==> src/rtl/fmc_arbiter.sv <==
// Three-way arbiter in front of the flash memory controller: update (USB), sound and pixel
// requesters share one byte-wide flash port, with burst limiting and pixel anti-starvation.
module fmc_arbiter #(
  parameter int pAddrWidth = 27,
  parameter int pBurstMax  = 256,
  parameter int pStarve    = 4
) (
  input  logic                  iSysClk,
  input  logic                  iRst,
  input  logic [2:0]            iReq,
  input  logic [pAddrWidth-1:0] iAddr0,
  input  logic [pAddrWidth-1:0] iAddr1,
  input  logic [pAddrWidth-1:0] iAddr2,
  input  logic [2:0]            iCmd,
  input  logic [7:0]            iWd0,
  input  logic [7:0]            iWd1,
  input  logic [7:0]            iWd2,
  input  logic [2:0]            iCke,
  output logic [2:0]            oGnt,
  output logic [pAddrWidth-1:0] oFmcAddr,
  output logic                  oFmcCmd,
  output logic [7:0]            oFmcWd,
  output logic                  oFmcCke,
  input  logic                  iFmcBusy,
  input  logic [7:0]            iFmcRd,
  input  logic                  iFmcRdVd,
  input  logic                  iFmcWdVd,
  output logic [2:0]            oRdVd,
  output logic [2:0]            oWdVd,
  output logic [7:0]            oRd,
  output logic [1:0]            oState
);

  localparam int cBurstW  = $clog2(pBurstMax) + 1;
  localparam int cStarveW = $clog2(pStarve + 1);
  localparam logic [cBurstW-1:0]  cBurstMax  = cBurstW'(pBurstMax);
  localparam logic [cStarveW-1:0] cStarveMax = cStarveW'(pStarve);

  typedef enum logic [1:0] {
    IDLE  = 2'd0,
    GRANT = 2'd1,
    DRAIN = 2'd2
  } state_t;

  state_t               stateQ, stateNext;
  logic [2:0]           gntQ, gntNext;
  logic [2:0]           ownerQ, ownerNext;
  logic [cBurstW-1:0]   burstQ, burstNext;
  logic [cStarveW-1:0]  starveQ, starveNext;
  logic [2:0]           winner;
  logic                 selCke;
  logic                 atLimit;
  logic                 reqHeld;

  // Handshake: a requester owns the port from oGnt rising until it drops iReq (or is
  // force-released); every iCke high while granted and not gated is one byte transferred.
  always_ff @(posedge iSysClk or posedge iRst) begin
    if (iRst) begin
      stateQ  <= IDLE;
      gntQ    <= '0;
      ownerQ  <= '0;
      burstQ  <= '0;
      starveQ <= '0;
    end else begin
      stateQ  <= stateNext;
      gntQ    <= gntNext;
      ownerQ  <= ownerNext;
      burstQ  <= burstNext;
      starveQ <= starveNext;
    end
  end

  // Pixel jumps ahead of sound only once sound has been served pStarve times in a row.
  always_comb begin
    winner = 3'b000;
    if (iReq[0])                                        winner = 3'b001;
    else if (iReq[2] && (!iReq[1] || starveQ == cStarveMax)) winner = 3'b100;
    else if (iReq[1])                                   winner = 3'b010;
  end

  always_comb begin
    oFmcAddr = '0;
    oFmcCmd  = 1'b0;
    oFmcWd   = '0;
    selCke   = 1'b0;
    if (gntQ[0]) begin
      oFmcAddr = iAddr0; oFmcCmd = iCmd[0]; oFmcWd = iWd0; selCke = iCke[0];
    end else if (gntQ[1]) begin
      oFmcAddr = iAddr1; oFmcCmd = iCmd[1]; oFmcWd = iWd1; selCke = iCke[1];
    end else if (gntQ[2]) begin
      oFmcAddr = iAddr2; oFmcCmd = iCmd[2]; oFmcWd = iWd2; selCke = iCke[2];
    end
  end

  assign atLimit = (burstQ == cBurstMax);
  assign reqHeld = |(iReq & gntQ);
  // Update traffic is never limited, so its strobes pass even with a saturated count.
  assign oFmcCke = selCke && !(atLimit && !gntQ[0]);

  always_comb begin
    stateNext  = stateQ;
    gntNext    = gntQ;
    ownerNext  = ownerQ;
    burstNext  = burstQ;
    starveNext = starveQ;
    case (stateQ)
      IDLE: begin
        if (|iReq) begin
          stateNext = GRANT;
          gntNext   = winner;
          ownerNext = winner;
          burstNext = '0;
          if (winner[2])
            starveNext = '0;
          else if (winner[1] && iReq[2] && starveQ != cStarveMax)
            starveNext = starveQ + 1'b1;
        end
      end
      GRANT: begin
        if (oFmcCke && !atLimit)
          burstNext = burstQ + 1'b1;
        if (!reqHeld || (atLimit && !gntQ[0])) begin
          stateNext = DRAIN;
          gntNext   = '0;
        end
      end
      DRAIN: begin
        if (!iFmcBusy) begin
          stateNext = IDLE;
          ownerNext = '0;
        end
      end
      default: begin
        stateNext = IDLE;
        gntNext   = '0;
        ownerNext = '0;
      end
    endcase
    if (!iReq[2])
      starveNext = '0;
  end

  assign oGnt   = gntQ;
  assign oRdVd  = {3{iFmcRdVd}} & ownerQ;
  assign oWdVd  = {3{iFmcWdVd}} & ownerQ;
  assign oRd    = iFmcRd;
  assign oState = stateQ;

endmodule

==> config.mk <==
export PLATFORM = sky130hd
export DESIGN_NAME = fmc_arbiter
export DESIGN_NICKNAME = d
export VERILOG_FILES = /design/src/rtl/fmc_arbiter.sv
export SDC_FILE = /design/constraint.sdc
export NUM_CORES = 1
export LEC_CHECK = 0
export CORE_MARGIN = 1
export CORE_UTILIZATION = 33
export DETAILED_ROUTE_END_ITERATION = 16
export GPL_TIMING_DRIVEN = 0
export HOLD_SLACK_MARGIN = 0.02
export PLACE_DENSITY = 0.92
export SYNTH_ARGS = -nofsm -noshare
export SYNTH_HDL_FRONTEND = slang
export SYNTH_SLANG_ARGS = --single-unit
==> constraint.sdc <==
create_clock -name iSysClk -period 3.1 [get_ports iSysClk]
set_clock_uncertainty 0.05 [all_clocks]
set_input_delay 0.93 -clock iSysClk [delete_from_list [all_inputs] [get_ports iSysClk]]
set_output_delay 0.93 -clock iSysClk [all_outputs]
set_load 0.02 [all_outputs]
After elaboration in Yosys (flattened, before gate mapping)
Cells that the tools add are included.

storage, ports and cells
  register bits after elaboration = 20
  bits of input ports = 127
  logic and storage cells = 78

cells by class
  $add $sub $neg = 2
  eq/ne operators = 12
  multiplexer cells = 32
  bitwise gates (word level) = 5
  reductions and logical operators = 22

operators by type and width
  operator                                              count
  two-way mux 27 bit                                    3
  two-way mux 3 bit                                     10
  two-way mux 8 bit                                     3
  two-way mux 9 bit                                     2
  one-hot mux 3 bit (3 select lines)                    2
  one-hot mux 9 bit (2 select lines)                    1
  AND reduction 3 bit                                   5
  adder 9 x 1 -> 9 bit (second input constant)          1
  AND 3 bit                                             3
  equality test 9 bit (second input constant)           1
  two-way mux 2 bit                                     4
  != test 2 bit (second input constant)                 4
  logical AND 1 bit                                     6
  two-way mux 1 bit                                     6
  one-hot mux 2 bit (3 select lines)                    1
  OR reduction 3 bit                                    2
  logical NOT 1 bit                                     5
  != test 2 x 1 -> 1 bit (second input constant)        2
  adder 3 x 1 -> 3 bit (second input constant)          1
  equality test 3 bit (second input constant)           1
  != test 3 x 1 -> 1 bit (second input constant)        1
  != test 3 bit (second input constant)                 1
  equality test 2 x 1 -> 1 bit (second input constant)  1
  equality test 2 bit (second input constant)           1
  other kinds (4)                                       6

Logic depth before layout (Yosys ltp)
Gate-level depths: netlist of run 1.

  word-level depth = 12
  depth in mapped cells = 7
  depth with buffers taken out = 7

Worst setup path before layout of run 1
No wires, ideal clock.

  kind = reg2out
  from = register gntQ[2], in the netlist oGnt[2]
  to = output port oFmcAddr[0]
  arrival time = 1.756 ns
  slack = 0.364 ns
  cell stages (with the launch flop) = 6
  cells stage by stage = dfrtp_1 > nor2b_1 > clkbuf_1 > clkbuf_1 > a22oi_1 > o21ai_0

on the way
  word-level cells in the longest chain between the ends = 3

RTL lines
  item                    line  text
  from (decl)             46    logic [2:0] gntQ, gntNext;
  from (signal assigned)  66    gntQ <= gntNext;
  two-way mux 27 bit      90    end else if (gntQ[2]) begin
  two-way mux 27 bit      88    end else if (gntQ[1]) begin
  two-way mux 27 bit      86    if (gntQ[0]) begin
  to (decl)               20    output logic [pAddrWidth-1:0] oFmcAddr,

Every way passes these cells.

Final worst setup path of run 1
  from = input port iAddr1[18]
  to = output port oFmcAddr[18]

on the way
  word-level cells in the longest chain between the ends = 2

RTL lines
  item                line  text
  from (decl)         12    input logic [pAddrWidth-1:0] iAddr1,
  two-way mux 27 bit  88
  two-way mux 27 bit  86

Every way passes these cells.

==> summary.md, run 1 <==
| Metric | Value |
|---|---|
| Peak Freq | `approximately 0.33 GHz` |
| Pin count of the biggest net entering global routing | `21` |
| Initial core utilization | `34.5%` |
| Complex-gate fraction of the synthesized area | `about two fifths` |
| Area growth, synth to finish | `97.5%` |
| Post-Syn Area per Cell | `7.24 µm²` |
| Finished Layout Cells | `just over 500` |
| Layout cells sized above 1 | `7.71%` |
| Via density | `5.47` |
| Row count | `27` |
| Post-route ant nets | `0` |
| Number of top-level pins | `183` |
| Synth top cells by count | `48 x nand2_1, 46 x o21ai_0, 37 x a22oi_1, 20 x dfrtp_1, 15 x clkbuf_1` |
| Post-Synth Adder-Cell Area | `2.62%` |
| Tightest Pin Transition | `~0.76 ns` |
| DP HPWL | `~6700 µm` |
| Die Area | `6100 µm²` |
| Number of port buffers | `173` |
| Synthesis Warnings | `0` |
| Setup crit end kind | `primary output` |
| Post-synth top area share | `26.2%` |
| Setup_tns | `0 ns` |
| CP max FO | `1` |
| Num CTS Buffers | `3` |
| Startpoint Class | `primary input` |
| Die Y | `a little under 80 µm` |
| Post-synth EDFFs | `0` |
| Synth async-reset ratio | `100%` |
| Largest family of logic cells by synthesized area | `compound AO/OA/AOI/OAI gates` |
| # DRC | `0` |
| Post-layout util | `68.1%` |
| Vias | `~2800` |
| # diodes | `0` |
| Final hold violation count | `0` |
| Relative slew slack | `49.3%` |
| Max IR drop VDD | `0.000260 V` |
| Drt total wl | `8360 µm` |
| Synth top area cells | `dfrtp_1 26%, a22oi_1 15%, o21ai_0 12%` |
| H-tree levels | `1` |
| Max-cap violations | `0` |
| Sink Count | `20` |
| Syn Inst Count | `~260` |
| Period minus WS final | `between 3 and 4 ns` |
| RSZ-0062 raised after global routing | `false` |
| Main synth FF type | `dfrtp_1` |
| Core Region | `5540 µm²` |
| Clock transition at the registers of the reported paths | `0.08 ns` |
| Post-CTS setup buffers | `0` |
| Grt ovf | `0` |
| Vias in the first global route | `2635` |
| Power Dens Cells | `571 nW/µm²` |
| Routed len/inst | `16.3 µm` |
| Deepest clock path buffer count | `2` |
| CP required | `2.12 ns` |
| GRT Resource Usage Total | `26.4%` |
| Final period utilization | `a little over nine tenths` |
| Final Max Slew Viols | `0` |
| Seq/Total Area, Yosys | `26.2%` |
| FF+latch count, synth | `20` |
| Syn_nets | `about 400` |
| CTS root buf | `clkbuf_8` |
| Xor-xnor portion of the synthesized cell area | `0%` |
| Yosys top cell by area | `dfrtp_1` |
| Post-Synth Simple-Gate Area | `between 20 and 25%` |
| Static Leak | `0.00163 µW` |
| CTS tree | `done` |
| Initial antenna violation count | `0` |
| Router iterations before antenna repair | `4` |
| # setup viols final | `0` |
| Hold/Removal Path Class | `reg -> reg` |
| Worst-skew pair later-pin latency | `about 0.27 ns` |
| Initial DRC count | `140` |
| Count leader, synth | `nand2_1` |
| Gpl congestion | `just under 0.9` |
| Post-synthesis mux area share | `1.18%` |
| Final net count | `between 500 and 600` |
| Status | `completed` |
| DIE WIDTH | `78.1 µm` |
| Post-synth cell types | `39` |
| Post-Syn Area | `between 1500 and 2000 µm²` |
| Critical path class | `in -> out` |
| Worst Path Arrival | `2.04 ns` |
| First-pass GRT wire length | `12800 µm` |
| Placed cells | `509` |
[cells in the final DEF, fill, tap and decap left out, drive strengths merged, types with 8 or more instances in the layout]
| cell type | count |
|---|---|
| dlygate4sd2 | 39 |
| buf | 15 |
| a22o | 8 |
| clkbuf | 17 |
| inv | 8 |
| dfrtp | 20 |
| clkdlybuf4s50 | 130 |
| o21ai | 46 |
| a22oi | 38 |
| nand2 | 48 |
| nor2 | 9 |
[registers in the layout, summed over array words and instances (netlist names)]
name and count:
ownerQ 3, burstQ 9, oState 2, oGnt 3, starveQ 3
[worst paths after layout]
check	slack [ns]	start	cells after the start	to
worst max-delay path	0.08	iAddr1[18]	4	oFmcAddr[18]
worst min-delay path	0.48	ownerQ[0]	1	ownerQ[0]
worst max register to register	0.97	burstQ[0]	7	oGnt[1]
worst min register to register	0.48	ownerQ[0]	1	ownerQ[0]
max in group asynchronous	1.43	iRst	2	oGnt[2]
min in group asynchronous	1.04	iRst	2	oState[1]
[area by class of cell]
| cell class | instances | area [µm²] |
|---|---|---|
| Buffer | 28 | 165 |
| Sequential cell | 20 | 502 |
| Tap cell | 72 | 90.1 |
| Inverter | 9 | 33.8 |
| Multi-Input combinational cell | 207 | 1240 |
| Timing Repair Buffer | 173 | 1670 |
| Clock inverter | 1 | 30.0 |
| Fill cell | 475 | 1770 |
| Clock buffer | 3 | 41.3 |
[metrics by stage]
| stage | cell area (µm²) | setup slack, ns | hold slack, ns | total power (µW) |
|---|---|---|---|---|
| 2_1_floorplan | 1910 | 0.364 | 0.405 | 1220 |
| 3_3_place_gp | 3730 | -0.356 | 0.428 | 1970 |
| 3_5_place_dp | 3730 | -0.340 | 0.462 | 2010 |
| 4_1_cts | 3770 | 0.0706 | 0.478 | 2150 |
| 5_1_grt | 3770 | 0.000485 | 0.503 | 2300 |
| 6_report | 3770 | 0.0781 | 0.481 | 2150 |
[logic make-up (layout without fill, tap and decap cells)]
logic type	count (synthesis)	after routing
DFF	20	20
AOI/OAI and AO/OA	112	112
and+or+nand+nor	89	89
muxes	2	2
adders and majority gates	4	4
buffers and inverters	37	214
[critical path: stages]
cell	delay, ns
clkdlybuf4s50_1	0.47
a22oi_1	0.09
o21ai_0	0.17
dlygate4sd2_1	0.38
[routing by layer]
layer	track usage [%]	up-vias	routed length [µm]
met3	6.16	12	682
met4	6.85	0	127
met5	0	-	0
li1	-	1324	-
met2	48.3	139	4370
met1	30.5	1331	3170
[what timing repair did]
action / in CTS / in global routing
hold buffers: 0 / 0
resized for setup: 62 / 10
setup endpoints to repair: 43 / 27
[power breakdown]
group	total, µW	internal (µW)	switching [µW]
registers	380	309	70.8
clock network	269	173	96.0
logic	1500	619	885
total	2150	1100	1050
Note: power is estimated with default switching activity, not from simulation.
==> inputs of run 2 (changes only) <==
PLACE_DENSITY = 0.91   (was 0.92)
==> summary.md, run 2 (synthesized netlist as in run 1, its figures left out) <==
| Metric | Value |
|---|---|
| Post-route ant nets | `0` |
| Period minus WS final | `~3 ns` |
| Number of top-level pins | `183` |
| Relative slew slack | `48.7%` |
| Via density | `5.46` |
| H-tree levels | `1` |
| Number of port buffers | `173` |
| Worst path slowest cell | `clkdlybuf4s50_1` |
| Commonest non-fill, non-tap cell in the layout | `clkdlybuf4s50_1` |
| Total power | `2140 µW` |
| DIE WIDTH | `78.1 µm` |
| Peak Freq | `between 0.3 and 0.4 GHz` |
| DP HPWL | `roughly 6900 µm` |
| Max FFs per register | `9` |
| Hold/Removal Path Class | `reg -> reg` |
| CP max FO | `1` |
| Router iterations before antenna repair | `4` |
| Clock transition at the registers of the reported paths | `around 0.08 ns` |
| Tightest Pin Transition | `0.768 ns` |
| Post-CTS setup buffers | `0` |
| Power Dens Cells | `570 nW/µm²` |
| Initial core utilization | `34.5%` |
| # diodes | `0` |
| Grt ovf | `0` |
| Static Leak | `0.00162 µW` |
| Pin count of the biggest net entering global routing | `21` |
| Max IR drop VDD | `roughly 0.00027 V` |
| Final period utilization | `98.7%` |
| Vias | `2801` |
| Routed len/inst | `roughly 17 µm` |
| # DRC | `0` |
| GRT Resource Usage Total | `27.7%` |
| Die Y | `78.1 µm` |
| Critical path class | `in -> out` |
| CP required | `2.12 ns` |
| Initial DRC count | `175` |
| Worst Path Arrival | `about 2.1 ns` |
| Gpl congestion | `0.824` |
| Final net count | `573` |
| First-pass GRT wire length | `13600 µm` |
| Die Area | `6100 µm²` |
| CP Cell Sequence | `clkdlybuf4s50_1, a22oi_1, o21ai_0, dlygate4sd2_1` |
| Num CTS Buffers | `3` |
| Post-route worst setup slack | `0.0406 ns` |
| Status | `completed` |
| Final Max Slew Viols | `0` |
| CP max stage delay | `about 0.47 ns` |
| RSZ-0062 raised after global routing | `false` |
| Deepest clock path buffer count | `2` |
| Drt total wl | `8650 µm` |
| # hold bufs at CTS | `0` |
| Top reg by flops | `burstQ` |
| Initial antenna violation count | `0` |
| Setup crit end kind | `primary output` |
| Commonest cells after routing, fill and taps aside | `130 x clkdlybuf4s50_1, 48 x nand2_1, 46 x o21ai_0, 38 x dlygate4sd2_1, 37 x a22oi_1` |
| # setup viols final | `0` |
| Worst-skew pair later-pin latency | `0.26 ns` |
| CTS tree | `done` |
| Vias in the first global route | `2691` |
| Row count | `27` |
| Place WS | `-0.377 ns` |
| Layout cells sized above 1 | `8.39%` |
| Area growth, synth to finish | `96.5%` |
| CTS root buf | `clkbuf_8` |
| Sink Count | `20` |
| Final hold violation count | `0` |
| Max-cap violations | `0` |
| Startpoint Class | `primary input` |
| Core Region | `5540 µm²` |
run 2: layer usage:
metal  wire length (µm)  up-vias  GRT usage, %
li1                   -     1326             -
met4                177        0          5.19
met5                  0        -             0
met2               4340      138          49.9
met3                647       18          6.74
met1               3480     1319          33.2
run 2: worst max-delay path: cells and delay by family:
kind / cells / cell delay (ns)
buf+inv: 2 / 0.83
compound gates: 2 / 0.31
run 2: what timing repair did:
action,CTS,global route
gates cloned,0,0
endpoints found under the setup margin,43,9
gates resized for setup,61,16
run 2: cell type report:
type,count,area [µm²]
inverter,9,33.8
fill,462,1790
multi-input combinational,207,1240
tap,72,90.1
clock inverter,1,30.0
timing repair buffer,173,1660
sequential,20,500
buffer,28,163
clock buffer,3,41.3
run 2: path summary, 6_finish.rpt:
path	from	cells after the start	slack, ns	to
hold reg to reg	ownerQ[2]	2	0.48	ownerQ[2]
setup / recovery	iAddr1[14]	4	0.04	oFmcAddr[14]
min in group asynchronous	iRst	2	1.05	starveQ[0]
hold / removal	ownerQ[2]	2	0.48	ownerQ[2]
setup reg to reg	burstQ[1]	7	0.98	oGnt[1]
max in group asynchronous	iRst	2	1.46	burstQ[7]
run 2: metrics by stage:
stage,hold slack [ns],setup TNS [ns],util [%],instance area (µm²),instances
after CTS,0.466,0,68.0,3770,513
after global routing,0.520,0,67.8,3750,513
after global placement,0.430,-5.71,67.4,3730,509
after detailed placement,0.447,-7.24,67.4,3730,509
final,0.475,0,67.8,3750,513
after floorplan,0.405,0,-,1910,264
run 2: power breakdown:
part           switching [µW]  internal, µW
clock                    91.9           172
combinational             884           614
sequential               70.6           309
